==> src/rtl/aes_core_arbiter_pkg.sv <==
// Shared definitions for the AES core arbiter.
//   DATA_W / RND_W : operand and round-count widths
//   NUM_REQ        : number of requesters sharing the core
//   req_idx_t      : requester index
//   state_e        : sequencer states
package aes_pkg;
  localparam int DATA_W  = 16;
  localparam int RND_W   = 4;
  localparam int NUM_REQ = 2;

  typedef logic [$clog2(NUM_REQ)-1:0] req_idx_t;

  typedef enum logic [1:0] {IDLE, LOAD, BUSY, RESP} state_e;
endpackage

==> src/rtl/aes_core_arbiter_if.sv <==
// Requester-side bus of the AES core arbiter.
//   req_valid/req_ready          : per-requester job handshake
//   req_data/key/iv/rounds       : per-requester job operands, [i] = requester i
//   rsp_valid/rsp_ready          : per-requester result handshake
//   rsp_data/rsp_err             : shared result bus, qualified by rsp_valid
// master = requesters, slave = arbiter.
interface aes_core_arbiter_if
  import aes_pkg::*;
#(
  parameter int DATA_W = aes_pkg::DATA_W,
  parameter int RND_W  = aes_pkg::RND_W
);
  logic [NUM_REQ-1:0]             req_valid;
  logic [NUM_REQ-1:0]             req_ready;
  logic [NUM_REQ-1:0][DATA_W-1:0] req_data;
  logic [NUM_REQ-1:0][DATA_W-1:0] req_key;
  logic [NUM_REQ-1:0][DATA_W-1:0] req_iv;
  logic [NUM_REQ-1:0][RND_W-1:0]  req_rounds;
  logic [NUM_REQ-1:0]             rsp_valid;
  logic [NUM_REQ-1:0]             rsp_ready;
  logic [DATA_W-1:0]              rsp_data;
  logic                           rsp_err;

  modport master (
    output req_valid, req_data, req_key, req_iv, req_rounds, rsp_ready,
    input  req_ready, rsp_valid, rsp_data, rsp_err
  );

  modport slave (
    input  req_valid, req_data, req_key, req_iv, req_rounds, rsp_ready,
    output req_ready, rsp_valid, rsp_data, rsp_err
  );
endinterface

==> src/rtl/aes_core_arbiter_rr_picker.sv <==
// Two-input round-robin grant, purely combinational.
//   valid_i       : per-requester valid
//   rr_ptr_i      : preferred requester
//   grant_valid_o : some requester is valid
//   grant_idx_o   : winner; the preferred one unless it is idle
module aes_rr_picker
  import aes_pkg::*;
(
  input  logic [NUM_REQ-1:0] valid_i,
  input  req_idx_t           rr_ptr_i,
  output logic               grant_valid_o,
  output req_idx_t           grant_idx_o
);
  assign grant_valid_o = |valid_i;
  assign grant_idx_o   = valid_i[rr_ptr_i] ? rr_ptr_i : ~rr_ptr_i;
endmodule

==> src/rtl/aes_core_arbiter.sv <==
// Shares one AES core between two requesters. Grants round-robin, registers
// the winner's operands, pulses core_load, waits for a rising core_finish and
// returns the result to the owner. One job in flight at a time.
//   clk, nrst          : clock, async active-low reset
//   bus (slave)        : requester job/result handshakes
//   core_load          : one-cycle start pulse to the core
//   core_data_input / core_input_vector / core_key / core_round_number
//                      : registered operands, held between jobs
//   core_data_output   : core ciphertext
//   core_finish        : core done level
// Build option: AES_ARB_TIMEOUT_EN adds a BUSY watchdog of TIMEOUT_CYC cycles
// that returns an error response when the core never finishes.
module aes_core_arbiter
  import aes_pkg::*;
#(
  parameter int DATA_W      = aes_pkg::DATA_W,
  parameter int RND_W       = aes_pkg::RND_W,
  parameter int TIMEOUT_CYC = 255
) (
  input  logic              clk,
  input  logic              nrst,
  aes_core_arbiter_if.slave bus,
  output logic              core_load,
  output logic [DATA_W-1:0] core_data_input,
  output logic [DATA_W-1:0] core_input_vector,
  output logic [DATA_W-1:0] core_key,
  output logic [RND_W-1:0]  core_round_number,
  input  logic [DATA_W-1:0] core_data_output,
  input  logic              core_finish
);
  state_e            state_q, state_d;
  req_idx_t          owner_q, rr_ptr_q, gnt_idx;
  logic              gnt_vld, accept, rsp_hs, fin_q, fin_edge, to_hit, zero_rnd;
  logic [DATA_W-1:0] din_q, iv_q, key_q, res_q;
  logic [RND_W-1:0]  rnd_q;
  logic              err_q;

  aes_rr_picker u_pick (
    .valid_i       (bus.req_valid),
    .rr_ptr_i      (rr_ptr_q),
    .grant_valid_o (gnt_vld),
    .grant_idx_o   (gnt_idx)
  );

  assign accept   = (state_q == IDLE) && gnt_vld;
  assign zero_rnd = (bus.req_rounds[gnt_idx] == '0);
  assign rsp_hs   = (state_q == RESP) && bus.rsp_ready[owner_q];
  // A finish level still high from the previous job carries no edge.
  assign fin_edge = core_finish && !fin_q;

`ifdef AES_ARB_TIMEOUT_EN
  localparam int CNT_W = ($clog2(TIMEOUT_CYC + 1) > 8) ? $clog2(TIMEOUT_CYC + 1) : 8;
  logic [CNT_W-1:0] to_cnt_q;

  // Counts BUSY cycles; fires on the TIMEOUT_CYC-th one.
  always_ff @(posedge clk or negedge nrst) begin
    if (!nrst)                 to_cnt_q <= '0;
    else if (state_q == BUSY)  to_cnt_q <= to_cnt_q + 1'b1;
    else                       to_cnt_q <= '0;
  end
  assign to_hit = (to_cnt_q == CNT_W'(TIMEOUT_CYC - 1));
`else
  // No watchdog: BUSY waits for the core indefinitely. Constant-false, the
  // limit parameter stays on the port list so both builds share one interface.
  assign to_hit = (TIMEOUT_CYC < 0);
`endif

  always_ff @(posedge clk or negedge nrst) begin
    if (!nrst) state_q <= IDLE;
    else       state_q <= state_d;
  end

  always_comb begin
    state_d = state_q;
    case (state_q)
      IDLE:    if (gnt_vld) state_d = zero_rnd ? RESP : LOAD;
      LOAD:    state_d = BUSY;
      BUSY:    if (fin_edge || to_hit) state_d = RESP;
      RESP:    if (rsp_hs) state_d = IDLE;
      default: state_d = IDLE;
    endcase
  end

  always_comb begin
    bus.req_ready = '0;
    bus.rsp_valid = '0;
    core_load     = 1'b0;
    case (state_q)
      // Gated by nrst so nothing looks accepted while reset holds the FSM.
      IDLE:    if (gnt_vld && nrst) bus.req_ready[gnt_idx] = 1'b1;
      LOAD:    core_load = 1'b1;
      RESP:    bus.rsp_valid[owner_q] = 1'b1;
      default: ;
    endcase
  end

  always_ff @(posedge clk or negedge nrst) begin
    if (!nrst) begin
      fin_q    <= 1'b0;
      owner_q  <= '0;
      rr_ptr_q <= '0;
      din_q    <= '0;
      iv_q     <= '0;
      key_q    <= '0;
      rnd_q    <= '0;
      res_q    <= '0;
      err_q    <= 1'b0;
    end else begin
      fin_q <= core_finish;
      if (accept) begin
        owner_q <= gnt_idx;
        din_q   <= bus.req_data[gnt_idx];
        iv_q    <= bus.req_iv[gnt_idx];
        key_q   <= bus.req_key[gnt_idx];
        rnd_q   <= bus.req_rounds[gnt_idx];
        // Zero rounds skips the core and answers with an error directly.
        if (zero_rnd) begin
          res_q <= '0;
          err_q <= 1'b1;
        end
      end
      if (state_q == BUSY) begin
        if (fin_edge) begin
          res_q <= core_data_output;
          err_q <= 1'b0;
        end else if (to_hit) begin
          res_q <= '0;
          err_q <= 1'b1;
        end
      end
      if (rsp_hs) rr_ptr_q <= ~owner_q;
    end
  end

  assign bus.rsp_data      = res_q;
  assign bus.rsp_err       = err_q;
  assign core_data_input   = din_q;
  assign core_input_vector = iv_q;
  assign core_key          = key_q;
  assign core_round_number = rnd_q;
endmodule

==> src/flat_wrapper.sv <==
// flat-port wrapper written by rule: the top's interface ports become plain ports
module aes_core_arbiter_flat import aes_pkg::*;
#(
  parameter int DATA_W      = aes_pkg::DATA_W,
  parameter int RND_W       = aes_pkg::RND_W,
  parameter int TIMEOUT_CYC = 255
)
  (clk, nrst, core_load, core_data_input, core_input_vector, core_key, core_round_number, core_data_output, core_finish, bus_req_valid, bus_req_data, bus_req_key, bus_req_iv, bus_req_rounds, bus_rsp_ready, bus_req_ready, bus_rsp_valid, bus_rsp_data, bus_rsp_err);
  aes_core_arbiter_if #(.DATA_W(DATA_W), .RND_W(RND_W)) bus_i ();
  input  logic clk;
  input  logic nrst;
  output logic core_load;
  output logic [DATA_W-1:0] core_data_input;
  output logic [DATA_W-1:0] core_input_vector;
  output logic [DATA_W-1:0] core_key;
  output logic [RND_W-1:0] core_round_number;
  input  logic [DATA_W-1:0] core_data_output;
  input  logic core_finish;
  input wire logic [$bits(bus_i.req_valid)-1:0] bus_req_valid;
  input wire logic [$bits(bus_i.req_data)-1:0] bus_req_data;
  input wire logic [$bits(bus_i.req_key)-1:0] bus_req_key;
  input wire logic [$bits(bus_i.req_iv)-1:0] bus_req_iv;
  input wire logic [$bits(bus_i.req_rounds)-1:0] bus_req_rounds;
  input wire logic [$bits(bus_i.rsp_ready)-1:0] bus_rsp_ready;
  output wire logic [$bits(bus_i.req_ready)-1:0] bus_req_ready;
  output wire logic [$bits(bus_i.rsp_valid)-1:0] bus_rsp_valid;
  output wire logic [$bits(bus_i.rsp_data)-1:0] bus_rsp_data;
  output wire logic [$bits(bus_i.rsp_err)-1:0] bus_rsp_err;
  assign bus_i.req_valid = bus_req_valid;
  assign bus_i.req_data = bus_req_data;
  assign bus_i.req_key = bus_req_key;
  assign bus_i.req_iv = bus_req_iv;
  assign bus_i.req_rounds = bus_req_rounds;
  assign bus_i.rsp_ready = bus_rsp_ready;
  assign bus_req_ready = bus_i.req_ready;
  assign bus_rsp_valid = bus_i.rsp_valid;
  assign bus_rsp_data = bus_i.rsp_data;
  assign bus_rsp_err = bus_i.rsp_err;
  aes_core_arbiter #(.DATA_W(DATA_W), .RND_W(RND_W), .TIMEOUT_CYC(TIMEOUT_CYC)) u_core (.clk(clk), .nrst(nrst), .bus(bus_i), .core_load(core_load), .core_data_input(core_data_input), .core_input_vector(core_input_vector), .core_key(core_key), .core_round_number(core_round_number), .core_data_output(core_data_output), .core_finish(core_finish));
endmodule
==> config.mk <==
export PLATFORM = sky130hd
export DESIGN_NAME = aes_core_arbiter_flat
export DESIGN_NICKNAME = d
export VERILOG_FILES = /design/src/rtl/aes_core_arbiter_pkg.sv /design/src/rtl/aes_core_arbiter_if.sv /design/src/rtl/aes_core_arbiter_rr_picker.sv /design/src/rtl/aes_core_arbiter.sv /design/src/flat_wrapper.sv
export SDC_FILE = /design/constraint.sdc
export NUM_CORES = 1
export LEC_CHECK = 0
export ABC_AREA = 1
export BUFFER_PORTS_ARGS = -buffer_cell sky130_fd_sc_hd__buf_2
export CAP_MARGIN = 15
export CORE_MARGIN = 2
export CORE_UTILIZATION = 47
export CTS_CLUSTER_SIZE = 24
export DETAILED_ROUTE_END_ITERATION = 7
export PLACE_DENSITY = 0.95
export SLEW_MARGIN = 20
export SYNTH_ARGS = -nofsm -noshare
export SYNTH_HDL_FRONTEND = slang
export SYNTH_SLANG_ARGS = --single-unit
==> constraint.sdc <==
create_clock -name clk -period 4.2 [get_ports clk]
set_clock_uncertainty 0.2 [all_clocks]
set_input_delay 0 -clock clk [delete_from_list [all_inputs] [get_ports clk]]
set_output_delay 0 -clock clk [all_outputs]
set_load 0.02 [all_outputs]
==> qor.yml <==
outcome:
  status: "completed"
timing:
  worst_pin_slew_ns: 1.05
  final.setup.tns_ns: 0
  setup_violations: 0
  finalHoldViolations: 0
  layout_setup_ws_ns: 1.08
  finalCriticalPeriod_ns: 3.12
  finalCritPeriodShare: 0.743
  maxSlewHeadroom: 0.295
  whs_ns: 0.0360
  slew_violations: 0
  fmax_mhz: 320
  rsz0062_at_grt: "false"
clock_tree:
  htree_levels: 3
  cts_tree: "yes"
  cts_max_path_buffers: 2
  cts.clk_slew.worst_paths_ns: 0.08
  insertion_delay_ns: 0.34
  numCtsBuffers: 9
  root_buffer: "clkbuf_8"
  post_cts_buffers: 0
  cts_hold_buf: 128
  cts_resized: 0
  cts.sinks: 74
placed_design:
  port-buffer-count: 200
  hpwl_um: 7290
  place_ws_ns: 1.49
  gp_congestion: 0.817
power:
  ir_drop_mv: 0.390
  leakage_nw: 3.26
  p_per_area_nw_per_um2: 730
synthesis:
  synth.top_cell.area_share: 0.531
  yosysWarnings: 0
  synth_nets: 576
  ys_types: 22
  yosys.area.top_type: "dfrtp_1"
  syn_inst: 444
  syn_area_um2: 3490
  syn_area_per_cell_um2: 7.85
  ys_top_cells_by_area: "dfrtp_1, nand2_1, o21ai_0, o21ai_1, nor2_1"
  yosysSeqAreaShare: 0.531
  ys_seq_elements: 74
worst_hold_path:
  hold_depth: 6
  hold_start: "bus_req_rounds[4]"
  hold_class: "in2reg"
  hold_end: "u_core.bus.rsp_err$_DFF_PN0_"
cells_and_area:
  final_layout_size_suffix_gt1_frac: 0.295
  postLayoutCoreUtil: 0.839
  seq_area_um2: 1850
  mostFrequentLayoutCell: "buf_2"
  nets: 893
  fillers: 388
  area_growth_pct: 73.6
  multiInputGateArea_um2: 1430
  final_cell_mix: "buf_2, nand2_1, dlygate4sd3_1, dfrtp_1, nor2_1"
grt:
  grt_usage: 0.366
  antenna_found_initial: 0
  grt_pass1_vias: 4863
  grt_first_pass_wirelength_um: 23700
  grt_overflow: 0
  grt_max_degree: 76
floorplanning:
  coreArea_um2: 7210
  die_height_um: 90.1
  ios: 201
  die_area_um2: 8120
  start_util: 0.483
  die_x_um: 90.1
  core.rowCount: 31
drt:
  first_pass_iters: 5
  drcViolationCount: 0
  final_antenna_net_count: 0
  wl_per_cell_um: 17.3
  drt-total-wl_um: 15000
  via_count: 4660
  vias_per_cell: 5.38
  drtIter0Drc: 296
worst_setup_path:
  cp-end-kind: "flip-flop"
  critical_path_class: "reg2reg"
  worst_setup_path_start_kind: "flip-flop"
  r2r-start: "u_core.state_q[0]$_DFFE_PN0P_"
  rr_worst_depth: 7
  crit_required_ns: 4.27
  r2r_end: "u_core.core_input_vector[6]$_DFFE_PN0N_"
  crit_fanout: 59
  critPathMaxStageDelay_ns: 0.72
  path_cells: "inv_1, ha_1, o21ai_4, inv_2, o21ai_0, o21ai_0, dlygate4sd3_1"
  r2r_setup_slack_ns: 1.08
  startpoint: "u_core.state_q[0]$_DFFE_PN0P_"
  critical_path.most_common_cell: "o21ai_0"
  crit_path_top_delay_cell: "inv_2"
  crit_arrival_ns: 3.19
flow_run:
  cap_viol_max_count: 0
-- worst max-delay path: cells and delay by family, from the launching register on --
family,cells,cell delay [ns]
adder cells (fa/ha/maj),1,0.25
buffers and inverters,3,1.43
flip-flops,1,0.41
AO/OA/AOI/OAI,3,0.76
-- layer usage --
metal  part of all wire  track usage
met1               0.36        0.411
met2               0.51        0.645
met3              0.089       0.0939
met4              0.046        0.181
met5                  0            0
-- metrics by stage --
step | total power, mW | instance area [µm²] | std cells
6_report | 4.42 | 6050 | 866
2_1_floorplan | 2.44 | 3490 | 444
5_1_grt | 4.67 | 6050 | 865
3_5_place_dp | 3.05 | 4520 | 720
3_3_place_gp | 2.97 | 4520 | 720
4_1_cts | 4.20 | 6020 | 864
-- logic make-up (layout without fill, tap and decap cells) --
logic type,Yosys count,count (layout),synth area share
adders and majority gates,5,5,0.0179
and+or+nand+nor,206,206,0.234
AOI/OAI and AO/OA,106,106,0.155
other,0,1,0
buffers and inverters,53,375,0.0625
DFF,74,74,0.531
-- synth_stat cells --
cell	number
inv_2	2
inv_1	26
ha_1	5
nand3_1	8
a21oi_1	1
a21oi_2	1
nand2_2	2
nor2_2	1
buf_2	9
nand2_1	135
clkbuf_1	13
clkinv_1	1
buf_6	1
nor2_1	56
o21ai_1	48
a31oi_1	4
nor2_4	1
o21ai_0	52
buf_1	1
dfrtp_1	74
nor3_1	2
nand3_4	1
-- sequential cells by signal, indices dropped and copies added (netlist names) --
signal / cells
u_core.core_data_input: 16
u_core.rr_ptr_q: 1
u_core.core_input_vector: 16
u_core.fin_q: 1
u_core.bus.rsp_data: 16
u_core.state_q: 2
u_core.owner_q: 1
u_core.core_round_number: 4
u_core.bus.rsp_err: 1
u_core.core_key: 16
-- how the worst max path moves through the flow --
stage	to	slack, ns	depth (start not counted)
floorplan	bus_req_ready[1]	2.41	8
global placement	u_core.bus.rsp_err$_DFF_PN0_	1.62	6
finish	u_core.core_input_vector[6]$_DFFE_PN0N_	1.08	7
CTS	u_core.core_data_input[6]$_DFFE_PN0N_	0.99	7
detailed placement	u_core.bus.rsp_data[7]$_DFF_PN0_	1.49	7
global route	u_core.core_input_vector[6]$_DFFE_PN0N_	0.89	7
-- area by class of cell --
cell class	instances	share of cell area
flip-flops and latches	74	0.306
repair buffers	330	0.383
diodes	1	0.000414
inverters	29	0.0180
clock inverters	6	0.0147
multi-input cells	317	0.236
clock buffers	10	0.0211
well taps	99	0.0205
-- power by group --
group          switching [mW]  leakage (nW)  internal [mW]
Clock                   0.270         0.103          0.336
Sequential              0.216         0.914           1.05
Combinational            1.47          2.25           1.08
(Power assumes the default switching activity.)
